$ cat src/rtl/mdu_pkg.sv
// Shared types and constants for the iterative RV32M multiply/divide unit.
// Also holds the sign-fixup that turns the raw accumulator into the final result.
package mdu_pkg;

  typedef enum logic [2:0] {
    OP_MUL    = 3'd0,
    OP_MULH   = 3'd1,
    OP_MULHSU = 3'd2,
    OP_MULHU  = 3'd3,
    OP_DIV    = 3'd4,
    OP_DIVU   = 3'd5,
    OP_REM    = 3'd6,
    OP_REMU   = 3'd7
  } mdu_op_e;

  typedef enum logic [1:0] {
    IDLE = 2'd0,
    CALC = 2'd1,
    DONE = 2'd2
  } mdu_state_e;

  localparam int          MDU_STEPS = 32;
  localparam logic [31:0] DIV0_QUOT = 32'hFFFF_FFFF;
  localparam logic [31:0] INT_MIN   = 32'h8000_0000;

  // acc holds {hi, lo} of the magnitude product, or {remainder, quotient}.
  function automatic logic [31:0] mdu_finish(input mdu_op_e op, input logic neg,
                                             input logic [63:0] acc);
    logic [63:0] prod;
    logic [31:0] quot;
    logic [31:0] rem;
    prod = neg ? -acc : acc;
    quot = neg ? -acc[31:0] : acc[31:0];
    rem  = neg ? -acc[63:32] : acc[63:32];
    case (op)
      OP_MUL:                        return prod[31:0];
      OP_MULH, OP_MULHSU, OP_MULHU:  return prod[63:32];
      OP_DIV, OP_DIVU:               return quot;
      default:                       return rem;
    endcase
  endfunction

endpackage

$ cat src/rtl/mdu_iterative.sv
// Iterative radix-2 RV32M multiply/divide unit with a 33-cycle normal latency
// and a single-cycle fast path for divide-by-zero and signed overflow.
module mdu_iterative
  import mdu_pkg::*;
#(
  parameter int XLEN = 32
) (
  input  logic            clk,
  input  logic            reset_n,
  input  logic            start,
  input  logic            flush,
  input  logic [2:0]      op,
  input  logic [XLEN-1:0] op1,
  input  logic [XLEN-1:0] op2,
  output logic            busy,
  output logic            done,
  output logic [XLEN-1:0] result
);

  mdu_state_e        state_q, state_d;
  mdu_op_e           op_q, op_d, op_in;
  logic [4:0]        cnt_q, cnt_d;
  logic [2*XLEN-1:0] acc_q, acc_d;
  logic [XLEN-1:0]   opnd_q, opnd_d;
  logic              neg_q, neg_d;
  logic [XLEN-1:0]   result_q, result_d;

  logic              sign1, sign2, div0, ovf, accept, last_step;
  logic [XLEN-1:0]   mag1, mag2, fast_val;
  logic [XLEN:0]     mul_sum, div_trial;
  logic [2*XLEN-1:0] step_acc;

  always_comb begin : decode
    op_in = mdu_op_e'(op);
    sign1 = op1[XLEN-1] & (op_in inside {OP_MUL, OP_MULH, OP_MULHSU, OP_DIV, OP_REM});
    sign2 = op2[XLEN-1] & (op_in inside {OP_MUL, OP_MULH, OP_DIV, OP_REM});
    mag1  = sign1 ? -op1 : op1;
    mag2  = sign2 ? -op2 : op2;
    div0  = op[2] & (op2 == '0);
    ovf   = ((op_in == OP_DIV) | (op_in == OP_REM)) & (op1 == INT_MIN) & (op2 == '1);
    if (div0) begin
      fast_val = ((op_in == OP_DIV) | (op_in == OP_DIVU)) ? DIV0_QUOT : op1;
    end else begin
      fast_val = (op_in == OP_DIV) ? INT_MIN : '0;
    end
  end

  // Multiply consumes the multiplier from acc[0] and shifts right; divide
  // shifts left, trial-subtracting the divisor from the partial remainder.
  always_comb begin : step
    mul_sum   = {1'b0, acc_q[2*XLEN-1:XLEN]} + (acc_q[0] ? {1'b0, opnd_q} : '0);
    div_trial = acc_q[2*XLEN-1:XLEN-1] - {1'b0, opnd_q};
    if (op_q[2]) begin
      step_acc = div_trial[XLEN] ? {acc_q[2*XLEN-2:0], 1'b0}
                                 : {div_trial[XLEN-1:0], acc_q[XLEN-2:0], 1'b1};
    end else begin
      step_acc = {mul_sum, acc_q[XLEN-1:1]};
    end
  end

  assign accept    = start & ~flush & (state_q != CALC);
  assign last_step = (cnt_q == 5'(MDU_STEPS - 1));

  always_comb begin : fsm
    state_d  = state_q;
    op_d     = op_q;
    cnt_d    = cnt_q;
    acc_d    = acc_q;
    opnd_d   = opnd_q;
    neg_d    = neg_q;
    result_d = result_q;
    if (state_q == CALC) begin
      if (flush) begin
        state_d = IDLE;
      end else begin
        acc_d = step_acc;
        cnt_d = cnt_q + 5'd1;
        if (last_step) begin
          state_d  = DONE;
          result_d = mdu_finish(op_q, neg_q, step_acc);
        end
      end
    end else if (accept) begin
      op_d  = op_in;
      cnt_d = '0;
      neg_d = ((op_in == OP_REM) | (op_in == OP_REMU)) ? sign1 : (sign1 ^ sign2);
      if (div0 | ovf) begin
        state_d  = DONE;
        result_d = fast_val;
      end else begin
        state_d = CALC;
        acc_d   = {{XLEN{1'b0}}, mag1};
        opnd_d  = mag2;
      end
    end else begin
      state_d = IDLE;
    end
  end

  always_ff @(posedge clk or negedge reset_n) begin
    if (!reset_n) begin
      state_q  <= IDLE;
      op_q     <= OP_MUL;
      cnt_q    <= '0;
      acc_q    <= '0;
      opnd_q   <= '0;
      neg_q    <= 1'b0;
      result_q <= '0;
    end else begin
      state_q  <= state_d;
      op_q     <= op_d;
      cnt_q    <= cnt_d;
      acc_q    <= acc_d;
      opnd_q   <= opnd_d;
      neg_q    <= neg_d;
      result_q <= result_d;
    end
  end

  assign busy   = (state_q == CALC);
  assign done   = (state_q == DONE);
  assign result = result_q;

endmodule

$ cat config.mk
export PLATFORM = sky130hd
export DESIGN_NAME = mdu_iterative
export DESIGN_NICKNAME = d
export VERILOG_FILES = /design/src/rtl/mdu_pkg.sv /design/src/rtl/mdu_iterative.sv
export SDC_FILE = /design/constraint.sdc
export NUM_CORES = 1
export LEC_CHECK = 0
export ABC_AREA = 1
export BUFFER_PORTS_ARGS = -buffer_cell sky130_fd_sc_hd__buf_2
export CORE_MARGIN = 2
export CORE_UTILIZATION = 30
export CTS_CLUSTER_DIAMETER = 120
export DETAILED_ROUTE_END_ITERATION = 10
export SYNTH_ARGS = -nofsm -noshare
export SYNTH_HDL_FRONTEND = slang
export SYNTH_SLANG_ARGS = --single-unit
$ cat constraint.sdc
create_clock -name clk -period 6.1 [get_ports clk]
set_clock_uncertainty 0.15 [all_clocks]
set_input_delay 1.22 -clock clk [delete_from_list [all_inputs] [get_ports clk]]
set_output_delay 1.22 -clock clk [all_outputs]
set_load 0.005 [all_outputs]
After elaboration in Yosys (flattened, before gate mapping)
Cells that the tools add are included.
Word-level totals
  flip-flop bits (word level): 139
  bits of input ports: 71
  output and inout port bits: 34
Cells by class
  add/subtract/negate cells: 8
  eq/ne operators: 21
  multiplexer cells: 30
  bitwise gates (word level): 15
  reduce and logical (&&, ||, !) cells: 14
Operator list (number)
  64-bit two-way mux: 7
  32-bit two-way mux: 13
  32-bit negation: 4
  32-bit one-hot mux with 3 select lines: 1
  32-bit equality test, second input constant: 2
  64-bit negation: 1
  32-bit by 32-bit adder with 33-bit output: 1
  33-bit by 32-bit subtractor with 33-bit output: 1
  32-bit logical NOT: 1
  3-bit equality test, second input constant: 6
  5-bit two-way mux: 3
  2-bit two-way mux: 5
  3-bit by 2-bit equality test with 1-bit output, second input constant: 3
  1-bit bitwise AND: 7
  3-bit by 1-bit equality test with 1-bit output, second input constant: 2
  3-bit logical NOT: 2
  3-bit AND reduction: 2
  5-bit by 1-bit adder with 5-bit output, second input constant: 1
  5-bit equality test, second input constant: 1
  5-bit nonzero test: 1
  2-bit by 1-bit != test with 1-bit output, second input constant: 2
  2-bit != test, second input constant: 2
  1-bit OR: 4
  2-bit AND reduction: 2
  11 further kinds: 14

Longest topological paths before layout
  word-level depth: 9
  depth in mapped cells: 37
  depth with buffers taken out: 36

Least setup slack after synthesis
Ideal clock, no wire load.
  path kind: register to register
  from: register acc_q[31]
  to: register result_q[20] (netlist: result[20])
  library setup time: 0.077 ns
  arrival: 3.921 ns
  data required time: 5.873 ns
  slack: 1.952 ns
  stages on the path, launching flop included: 38
  path buffers: 1
  period minus slack after synthesis: 4.148 ns
  cell sequence: dfrtp_1 -> inv_1 -> ha_1 -> inv_1 -> fa_1 -> nand2_1 -> nand2_1 -> nand3_1 -> nand2_2 -> nand2_2 -> nand2_4 -> nand2_4 -> nand2_4 -> nand2_4 -> nand2_4 -> buf_6 -> nand2_1 -> nand2_1 -> [... 2 more ...] -> nand3_1 -> nor3_2 -> nand3_2 -> nor2_4 -> nand4_1 -> nor2_1 -> nand2_1 -> inv_1 -> nand2_1 -> nand2_2 -> nand2_2 -> a21oi_4 -> nand2_1 -> nand2_1 -> nand3_1 -> nand3_1 -> nand2_1 -> a21oi_1
Between the ends
  cells in the longest elaborated chain, start to end: 9
  elaborated cells between the ends (all ways): 13
  those cells by class: add/sub (4); mux (9)
RTL lines
  start: declaration: line mdu_iterative.sv:23  | logic [2*XLEN-1:0] acc_q, acc_d;
  start signal: assignment: line mdu_iterative.sv:105  | acc_q <= '0;
  start signal: assignment: line mdu_iterative.sv:113  | acc_q <= acc_d;
  33-bit by 32-bit subtractor with 33-bit output: line mdu_iterative.sv:52  | div_trial = acc_q[2*XLEN-1:XLEN-1] - {1'b0, opnd_q};
  64-bit two-way mux: line mdu_iterative.sv:54  | step_acc = div_trial[XLEN] ? {acc_q[2*XLEN-2:0], 1'b0}
  64-bit two-way mux (*): line mdu_iterative.sv:53  | if (op_q[2]) begin
  64-bit negation, or another cell as far along: line mdu_pkg.sv:32  | prod = neg ? -acc : acc;
  64-bit two-way mux, or another cell as far along: line mdu_pkg.sv:32
  32-bit one-hot mux with 3 select lines (*): line mdu_pkg.sv:35  | case (op)
  32-bit two-way mux (*): line mdu_iterative.sv:78  | if (last_step) begin
  32-bit two-way mux (*): line mdu_iterative.sv:73  | if (flush) begin
  32-bit two-way mux (*): line mdu_iterative.sv:72  | if (state_q == CALC) begin
  end signal: assignment: line mdu_iterative.sv:116  | result_q <= result_d;
  end: declaration: line mdu_iterative.sv:26  | logic [XLEN-1:0] result_q, result_d;
Every way passes the cells marked *; elsewhere a longest branch is shown, timed or not. The select of a mux whose other input is x is not followed.
A chain may end at the register's enable or synchronous reset.

Final worst setup path
  from: register acc_q[31]
  to: register result_q[12] (netlist: result[12])
Same word-level chain as after synthesis.

==> results by group <==
Floorplanning
  – Row count: 87
  – Core Region: between 50000 and 60000 sq um
  – I/O pins: between 100 and 150
  – Die X: ~240 um
  – Die area: ~60000 sq um
  – Die height: between 200 and 250 um
  – Starting utilization of the core area: 0.3020

Logic synthesis
  – Largest family of logic cells by synthesized area: simple AND/OR/NAND/NOR gates
  – Top cell type's share of synthesized area: 0.2051
  – Synth top area cells: dfrtp_1 21%, nand2_1 19%, inv_1 9.0%
  – Top FF cell, synth: dfrtp_1
  – Cells after synthesis: 2921
  – Count leader, synth: nand2_1
  – Post-synth ARST share: 1.000
  – Xor-xnor portion of the synthesized cell area: 0.04079
  – Mapped Avg Cell Area: between 5 and 6 sq um
  – Synth Area in Adders: 0.05474
  – Synth Area in Compound Gates: 0.1666
  – Post-synth top cells: 863 x nand2_1, 407 x inv_1, 314 x nor2_1, 231 x nand3_1, 200 x o21ai_0
  – Yosys reg bits: 139
  – Synth cell types: 56
  – Simple logic cell fraction of the synthesized area: 0.4097
  – Post-Syn Area: about 17000 sq um
  – Syn Nets: approximately 3100
  – Synth area leader: dfrtp_1
  – Sequential share of the synthesized area: 0.2051
  – Synth Warn #: 0
  – Mux share of post-synthesis cell area: 0.001180
  – Number of flops mapped to enable cells by yosys: 0

STA
  – Part of the cycle the worst path needs: 0.8481
  – RSZ-0062 raised after global routing: no
  – Max Slew Vio Count: 0
  – Minimum clock period after layout: approximately 5.2 ns
  – Final worst-path setup slack: between 0.9 and 1 ns
  – Final hold viol count: 0
  – Final setup vio count: 0
  – Max-slew headroom: 0.1744
  – Worst slew pin tran: 1.230 ns
  – Fmax: 193.3 MHz
  – Setup_tns: 0 ns

Cells and area
  – Fin nets: ~3100
  – Layout cells sized above 1: 0.09632
  – FF+latch area: 3485 sq um
  – Fillcell total: roughly 6400
  – Footprint of the multi-input gates: roughly 11000 sq um
  – Final core utilization: 0.3347
  – Layout overhead on the synthesized area: 10.83%
  – Final Non-Filler Cells: 3746
  – # diodes: 0

Critical path
  – Worst path arrival time: ~5.4 ns
  – Worst setup path category: reg2reg
  – Slowest stage delay, CP: roughly 0.4 ns
  – Crit path max fanout: 31
  – Required time worst endpoint: between 6 and 7 ns
  – R2r startpoint: acc_q[31]
  – Most Frequent Cell on Critical Path: nand2_1
  – Startpoint types: register
  – Slowest cell on crit path: fa_1
  – Worst setup EP type: register
  – Setup crit start: acc_q[31]

CTS
  – CTS clk-pin slew, worst paths: around 0.07 ns
  – CTS Buf Count: 17
  – # clock sinks: ~140
  – Post-CTS Hold Buffers: 0
  – Clk buf depth: 2
  – CTS tree: built
  – Clock latency on the worst-skew pair: roughly 0.48 ns
  – Post-CTS Resized: 0
  – H-tree depth: 4
  – Post-CTS setup buffers: 0
  – Root buf cell: clkbuf_16

Power and ir drop
  – Total power: between 10 and 15 mW
  – Pwr/cell area: 614.7 nW/um^2
  – Worst vdd ir: approximately 0.36 mV
  – Lkg Pwr: between 9 and 10 nW

Job
  – MaxCap Viol Count: 0

Drt
  – DRC: 0
  – WL/cell: 19.23 um
  – WL met1: 32020 um
  – Max layer used: met4
  – Vias per inst: 5.211
  – Routed vias: around 20000
  – Routed wl met3: around 5900 um
  – 1st-pass router iterations: 6
  – Iter 0 DRT Violations: ~2100
  – DR WL met2: a little over 30000 um
  – WL final: between 70000 and 80000 um
  – Post-route antenna net violation count: 0

Global routing
  – First-pass GRT wire length: 108700 um
  – Largest net degree at the start of global routing: 76
  – Vias in the first global route: between 15000 and 20000
  – Initial antenna violation count: 1
  – Remaining Overflow, GRT: 0
  – All-Layer GR Usage: 0.2422

Worst hold path
  – Worst Min Path Start: result[3]
  – Worst min-delay path category: reg2reg

Status
  – Status: completed

Place
  – Worst slack at placement: approximately 1.0 ns
  – Detailed placement HPWL: a little under 60000 um
  – Placer Congestion: between 0.9 and 1
  – Placed Cells: 3714
  – Port Buf Inserts: approximately 100
[critical path: cells and delay by family, from the launching register on]
family / cells / cell delay [ns]
compound gates: 2 / 0.31
fa+ha+maj: 3 / 0.80
buf+inv: 5 / 0.50
flops: 1 / 0.36
simple gates: 26 / 2.95
[per-layer routing]
| layer | track usage | up-vias |
|---|---|---|
| li1 | - | 9508 |
| met1 | 0.3347 | 9012 |
| met2 | 0.3704 | 856 |
| met3 | 0.04129 | 145 |
| met4 | 0.1046 | 0 |
| met5 | 0 | - |
[logic make-up after synthesis]
kind of cell,count (synthesis)
XOR/XNOR,79
AND/OR/NAND/NOR,1605
AO/OA/AOI/OAI,509
multiplexers,2
flip-flops,139
adder cells (fa/ha/maj),73
buffers and inverters,514
[layout by cell type (no fill, tap or decap), types with 15 or more instances in the layout]
master and n:
nand2_1 862, inv_1 406, nor2_1 313, nand3_1 231, o21ai_0 199, a21oi_1 183
dfrtp_1 136, buf_2 103, ha_1 71, xor2_1 50, nor3_1 41, nand2_2 34
nand4_1 33, xnor2_1 29, o22ai_1 28, buf_4 22, o21ai_1 18, nand3b_1 17
clkbuf_16 17, nor2_2 15, o211ai_1 15
[where the power goes]
part	total, mW	switching [mW]	leakage, nW	internal, mW
clock	1.21	0.506	0.314	0.705
combinational	8.59	6.10	7.63	2.49
sequential	1.75	0.440	1.72	1.31
total	11.6	7.05	9.67	4.51
[sequential cells by signal, indices dropped and copies added (netlist names)]
register / count
neg_q: 1
cnt_q: 5
acc_q: 64
result: 32
opnd_q: 32
state_q: 2
op_q: 3
[area by class of cell]
type	count	share of cell area
clock buffer	18	0.02336
clock inverter	14	0.01112
sequential	139	0.1854
inverter	425	0.08486
multi-input combinational	2268	0.6082
timing repair buffer	126	0.03681
tap	756	0.05032
[final timing paths]
check	end	slack, ns	cells past startpoint
setup / recovery	result[12]	0.93	36
hold / removal	result[3]	0.35	2
setup reg to reg	result[12]	0.93	36
hold reg to reg	result[3]	0.35	2
max in group asynchronous	neg_q	4.15	2
min in group asynchronous	result[24]	0.58	1
[metrics by stage]
| step | cell area (sq um) | hold slack (ns) |
|---|---|---|
| CTS | 18800 | 0.3552 |
| finish | 18800 | 0.3534 |
| floorplan | 16960 | 0.3141 |
| global placement | 18150 | 0.3337 |
| global route | 18800 | 0.3773 |
| detailed placement | 18150 | 0.3336 |
Note: power is estimated with default switching activity, not from simulation.
